`src/rtl/pipelined_adder_pkg.sv`:
```
// Shared types and constants for the carry-pipelined adder/subtractor.
// The overflow output is enabled by defining PIPELINED_ADDER_OVF_DETECT_EN.
package pipelined_adder_pkg;

    typedef enum logic {
        OP_ADD = 1'b0,
        OP_SUB = 1'b1
    } op_e;

    localparam int DEF_WIDTH  = 32;
    localparam int DEF_STAGES = 4;

    function automatic int chunk_w(input int width, input int stages);
        return width / stages;
    endfunction

endpackage

```
`src/rtl/pipelined_adder_chunk_adder.sv`:
```
// Purely combinational W-bit ripple adder; also exposes the carry into the
// MSB so the last slice can produce signed overflow.
module chunk_adder #(
    parameter int W = 8
) (
    input  logic [W-1:0] a,
    input  logic [W-1:0] b,
    input  logic         cin,
    output logic [W-1:0] sum,
    output logic         cout,
    output logic         c_msb
);

    always_comb begin
        logic carry;
        sum   = '0;
        c_msb = 1'b0;
        // NOTE: blocking assignments here; the carry must ripple bit to bit within one evaluation.
        carry = cin;
        for (int i = 0; i < W; i++) begin
            if (i == W - 1) begin
                c_msb = carry;
            end
            sum[i] = a[i] ^ b[i] ^ carry;
            carry  = (a[i] & b[i]) | (carry & (a[i] ^ b[i]));
        end
        cout = carry;
    end

endmodule

```
`src/rtl/pipelined_adder.sv`:
```
// Carry-pipelined WIDTH-bit adder/subtractor, one CHUNK-bit slice per stage,
// valid/ready on both sides. Optional out_ovf via PIPELINED_ADDER_OVF_DETECT_EN.
module pipelined_adder
    import pipelined_adder_pkg::*;
#(
    parameter int WIDTH  = DEF_WIDTH,
    parameter int STAGES = DEF_STAGES
) (
    input  logic             clk,
    input  logic             rst,
    input  logic             in_valid,
    output logic             in_ready,
    input  logic [WIDTH-1:0] in_a,
    input  logic [WIDTH-1:0] in_b,
    input  logic             in_cin,
    input  logic             in_sub,
    output logic             out_valid,
    input  logic             out_ready,
    output logic [WIDTH-1:0] out_sum,
    output logic             out_cout
`ifdef PIPELINED_ADDER_OVF_DETECT_EN
    , output logic           out_ovf
`endif
);

    localparam int CHUNK = chunk_w(WIDTH, STAGES);

    op_e              op;
    logic [WIDTH-1:0] eff_b;
    logic             eff_cin;
    logic             advance;

    // Per-stage operand inputs to the slice adders.
    logic [WIDTH-1:0] stg_a   [STAGES];
    logic [WIDTH-1:0] stg_b   [STAGES];
    logic [STAGES-1:0] stg_cin;

    logic [CHUNK-1:0]  slice_sum [STAGES];
    logic [STAGES-1:0] slice_cout;
    logic [STAGES-1:0] slice_cmsb;

    // a_q[k]: finished sum slices shifted in at the top, unprocessed A bits
    // at the bottom; after the last stage it holds the full aligned sum.
    logic [WIDTH-1:0]  a_d [STAGES];
    logic [WIDTH-1:0]  a_q [STAGES];
    logic [WIDTH-1:0]  b_d [STAGES];
    logic [WIDTH-1:0]  b_q [STAGES];
    logic [STAGES-1:0] valid_d, valid_q;
    logic [STAGES-1:0] carry_d, carry_q;
`ifdef PIPELINED_ADDER_OVF_DETECT_EN
    logic              ovf_d, ovf_q;
`endif

    always_comb begin
        op      = op_e'(in_sub);
        eff_b   = (op == OP_SUB) ? ~in_b : in_b;
        eff_cin = (op == OP_SUB) ? 1'b1 : in_cin;

        stg_a[0]   = in_a;
        stg_b[0]   = eff_b;
        stg_cin[0] = eff_cin;
        for (int k = 1; k < STAGES; k++) begin
            stg_a[k]   = a_q[k-1];
            stg_b[k]   = b_q[k-1];
            stg_cin[k] = carry_q[k-1];
        end
    end

    for (genvar k = 0; k < STAGES; k++) begin : g_stage
        chunk_adder #(.W(CHUNK)) u_chunk_adder (
            .a     (stg_a[k][CHUNK-1:0]),
            .b     (stg_b[k][CHUNK-1:0]),
            .cin   (stg_cin[k]),
            .sum   (slice_sum[k]),
            .cout  (slice_cout[k]),
            .c_msb (slice_cmsb[k])
        );
    end

    always_comb begin
        valid_d    = '0;
        valid_d[0] = in_valid;
        for (int k = 1; k < STAGES; k++) begin
            valid_d[k] = valid_q[k-1];
        end
        carry_d = slice_cout;
        for (int k = 0; k < STAGES; k++) begin
            a_d[k] = (stg_a[k] >> CHUNK) | (WIDTH'(slice_sum[k]) << (WIDTH - CHUNK));
            b_d[k] = stg_b[k] >> CHUNK;
        end
`ifdef PIPELINED_ADDER_OVF_DETECT_EN
        ovf_d = slice_cmsb[STAGES-1] ^ slice_cout[STAGES-1];
`endif
    end

    // The whole pipe moves or holds as one; bubbles are never collapsed.
    assign advance = !valid_q[STAGES-1] || out_ready;

    always_ff @(posedge clk or posedge rst) begin
        if (rst) begin
            // NOTE: data registers are reset too, so out_sum reads 0 after reset rather than X.
            valid_q <= '0;
            carry_q <= '0;
            for (int k = 0; k < STAGES; k++) begin
                a_q[k] <= '0;
                b_q[k] <= '0;
            end
`ifdef PIPELINED_ADDER_OVF_DETECT_EN
            ovf_q <= 1'b0;
`endif
        end else if (advance) begin
            valid_q <= valid_d;
            carry_q <= carry_d;
            for (int k = 0; k < STAGES; k++) begin
                a_q[k] <= a_d[k];
                b_q[k] <= b_d[k];
            end
`ifdef PIPELINED_ADDER_OVF_DETECT_EN
            ovf_q <= ovf_d;
`endif
        end
    end

    assign in_ready  = advance;
    assign out_valid = valid_q[STAGES-1];
    assign out_sum   = a_q[STAGES-1];
    assign out_cout  = carry_q[STAGES-1];
`ifdef PIPELINED_ADDER_OVF_DETECT_EN
    assign out_ovf   = ovf_q;
`endif

endmodule

```
`config.mk`:
```
export PLATFORM = sky130hd
export DESIGN_NAME = pipelined_adder
export DESIGN_NICKNAME = d
export VERILOG_FILES = /design/src/rtl/pipelined_adder_pkg.sv /design/src/rtl/pipelined_adder_chunk_adder.sv /design/src/rtl/pipelined_adder.sv
export SDC_FILE = /design/constraint.sdc
export NUM_CORES = 1
export LEC_CHECK = 0
export ABC_AREA = 1
export CORE_MARGIN = 1.5
export CORE_UTILIZATION = 30
export CTS_BUF_LIST = sky130_fd_sc_hd__clkbuf_4
export DETAILED_ROUTE_END_ITERATION = 8
export DONT_BUFFER_PORTS = 1
export PLACE_DENSITY = 0.44
export SYNTH_ARGS = -nofsm -noshare
export SYNTH_HDL_FRONTEND = slang
export SYNTH_HIERARCHICAL = 1
export SYNTH_SLANG_ARGS = --single-unit
```
`constraint.sdc`:
```
create_clock -name clk -period 15.1 [get_ports clk]
set_clock_uncertainty 0.05 [all_clocks]
set_input_delay 2.265 -clock clk [delete_from_list [all_inputs] [get_ports clk]]
set_output_delay 2.265 -clock clk [all_outputs]
set_load 0.005 [all_outputs]
```
# Word-level counts from Yosys, hierarchy flattened
# Index checks and enable logic that the tools add are counted.
# classes
addsub	0
div_mod_pow	0
magnitude_cmp	0
reduce_logical	2
n_mul	0
n_eq_ne	0
n_bitwise	165
shifts	0
muxes	2
# ops
operator	count
24-bit by 32-bit OR with 32-bit output	4
1-bit AND	64
1-bit bitwise XOR	64
32-bit two-way mux	1
32-bit inverter	1
1-bit OR	32
1-bit logical NOT	1
1-bit logical OR	1
1-bit two-way mux	1
# word_totals
latch_bits	0
mem_bits_rw	0
ff_bits	184
input_bits	70
rom_bits	0
mem_count	0
output_inout_bits	35
word_cells	178

# Logic depth before layout (Yosys ltp)
# depth
ltp_word	19
mapped_depth	17
mapped_depth_nobuf	15

# Hierarchy
# Netlist, hierarchy kept.
# modules_own_cells
module	cells_per_inst	seq_area_each_um2	instances	area_each_um2
pipelined_adder	868	4604.4	1	7524.7
chunk_adder	18	0.0	4	197.7

# Worst setup path after synthesis
# OpenSTA, ideal clock, no wires.
# synth_path
path_kind	input port to flip-flop
start	in in_sub
end	reg a_q[127] (netlist bit)
setup_slack_ps	9232
t_arrival_ps	5687
required_ps	14919
setup_time_ps	131
path_stages	17
n_path_buf	2
cell_sequence	buf_2 -> buf_2 -> xor2_1 -> fa_1 -> inv_1 -> fa_1 -> inv_1 -> fa_1 -> fa_1 -> fa_1 -> fa_1 -> inv_1 -> fa_1 -> inv_1 -> fa_1 -> nand2_1 -> o21ai_0
# synth_lines
item	line	source
from (decl)	pipelined_adder.sv:16	input logic in_sub,
to (signal, indexed assignment)	pipelined_adder.sv:115	a_q[k] <= a_d[k];
to (decl)	pipelined_adder.sv:45	logic [WIDTH-1:0] a_q [STAGES];

==> out/metrics.yaml <==
synth_nets: 1042
max_cap_violations: 0
met3_usage_pct: 4.08
io_pins: 105
path_delay_family: "adder cells"
cts_inserted_buffers: 17
ys_types: 12
ys_seq_area_share_pct: 55.4
use_met1_pct: 19.6
root_buffer: "clkbuf_4"
r2r-end: "out_sum[31]"
worst-setup-path-type: "in -> reg"
insertion_delay_ns: 0.57
worst_ep_required_time_ns: 15.48
fin_crit_sh_pct: 34.6
whs_ns: 0.419
area_growth_pct: 3.76
crit_path_end_kind: "register"
numPortBuffers: 0
die-width_um: 169
reg2reg_slack_ns: 11.37
cpMaxStageDelayCell: "fa_1"
critPathArrivalTime_ns: 5.61
initial_core_util_pct: 30.7
path_clk_slew_ns: 0.16
grt_use_total_pct: 13.1
synth-seq-cells: 184
grt_pass1_vias: 5277
crit_buf_inv: 4
finalSetupViolations: 0
r2r_start: "a_q[32]"
vias: 5150
detail-route-antenna-nets: 0
initialDrtViolationCount: 350
rsz0062_at_grt: "no"
start_kind: "input pin"
slowest_delay_ns: 0.45
rows: 60
viasPerCell: 4.05
cts_resized: 0
p_leak_uw: 0.00452
cts_tree: "yes"
fin_setup_tns_ns: 0
ctsHoldBuffers: 0
fmax_mhz: 191
hold_end: "valid_q[3]"
crit_chain: "or2_2 -> fa_1 -> inv_1 -> fa_1 -> inv_1 -> fa_1 -> fa_1 -> fa_1 -> fa_1 -> inv_1 -> fa_1 -> inv_1 -> fa_1 -> nand2_1 -> o21ai_0"
grt_max_degree: 133
worstPathMaxFanout: 34
overflow: 0
reg2regPathDepth: 14
drv_slew: 0
drive_gt1_share_pct: 4.45
top_usage_layer: "met1"
yosysWarnings: 6
drc_errors: 0
finalHoldViolCount: 0
place_hpwl_um: 11100
worst_pin_slew_ns: 0.996
slew_headroom_pct: 33.6
min_path_cells: 2
use_met2_pct: 18.1
routed_wl_um: 17500
clock_path_buffers: 2
drtPass1Iterations: 4
place_congestion: 0.681
status: "complete, no violations"
layout_min_cycle_time_ns: 5.23
htreeDepth: 4
dieArea_um2: 28700
syn_inst: 940
fp.dieH_um: 169
final_nets: 988
cts_setup_buffers: 0
min_from: "valid_q[2]"
antenna_found_initial: 2
syn_area_per_cell_um2: 8.85
synth_area_um2: 8320
power.density_nw_per_um2: 192
hold_class: "reg -> reg"
grt_pass1_wl_um: 29200
peakVddDrop_mv: 0.0549
core_um2: 27100
path_common_cell: "fa_1"
avgRoutedWirePerCell_um: 13.8
cts.sinks: 184
## Yosys cell counts
cell type / number / area (µm²)
buf_2: 29 / 145
buf_4: 44 / 330
clkbuf_1: 5 / 18.8
dfrtp_1: 184 / 4600
fa_1: 32 / 641
inv_1: 100 / 375
nand2_1: 449 / 1690
nand3_1: 24 / 120
nor2_1: 1 / 3.75
o21ai_0: 63 / 315
or2_2: 1 / 6.26
xor2_1: 8 / 70.1
## worst max path at each step
| stage | startpoint | cells after the start | endpoint | slack (ns) |
|---|---|---|---|---|
| 6_report | in_sub | 15 | a_q[127] | 9.87 |
| 5_1_grt | in_sub | 15 | a_q[127] | 9.76 |
| 4_1_cts | in_sub | 15 | a_q[127] | 9.91 |
| 3_5_place_dp | in_sub | 15 | a_q[127] | 9.24 |
| 3_3_place_gp | in_sub | 15 | a_q[127] | 9.25 |
| 2_1_floorplan | rst | 1 | a_q[100] | 7.78 |
## area by class of cell
type | instances | area, µm²
timing repair buffer | 5 | 37.5
tap | 372 | 465
clock buffer | 18 | 135
clock inverter | 13 | 141
multi-input combinational | 578 | 2860
inverter | 100 | 383
antenna | 2 | 5.00
fill | 2881 | 18500
sequential | 184 | 4600
## logic make-up after synthesis
group,Yosys count,synth area share (%)
AND/OR/NAND/NOR,475,21.8
flip-flops,184,55.4
buffers and inverters,178,10.5
AO/OA/AOI/OAI,63,3.79
adder cells (fa/ha/maj),32,7.70
XOR/XNOR,8,0.843
## per-stage QoR
stage	cell area (µm²)	cells	setup WS [ns]	total power (µW)	util, %
floorplan	8320	940	7.78	1300	-
global placement	8350	1239	9.25	1410	30.8
detailed placement	8350	1239	9.24	1420	30.8
CTS	8620	1270	9.91	1700	31.8
global route	8630	1271	9.76	1850	31.8
finish	8630	1272	9.87	1660	31.8
## metal layers
layer | part of all wire, % | up-vias | wire length, µm
met3 | 5.7 | 13 | 993
met4 | 1.0 | 0 | 180
met1 | 53 | 2384 | 9320
met2 | 40 | 91 | 7010
li1 | - | 2662 | -
met5 | 0 | - | 0
## sequential cells by signal, summed over array words and instances, names as in the netlist
name	count
b_d	24
carry_q	4
valid_q	4
out_sum	32
a_q	96
b_q	24
## where the power goes
group / switching [µW] / leakage (µW) / internal (µW)
Clock: 186 / 0.000134 / 87.8
Sequential: 138 / 0.00222 / 709
Combinational: 335 / 0.00217 / 203
Total: 659 / 0.00452 / 1000
## cells in the final DEF, fill, tap and decap left out
cell	count
fa_1	32
nand2_1	448
buf_4	5
bufinv_16	1
or2_2	1
inv_8	3
clkinv_8	1
inv_6	3
nand2_4	1
o21ai_0	63
dfrtp_1	184
nor2_4	1
xor2_1	8
nand3_1	24
clkbuf_4	18
clkinv_4	1
inv_1	99
diode_2	2
clkinvlp_4	5
## worst min-delay path: stages, from the launching register on
cell and delay [ns]:
dfrtp_1 0.36, inv_1 0.04, nand2_1 0.05
(Power assumes the default switching activity.)
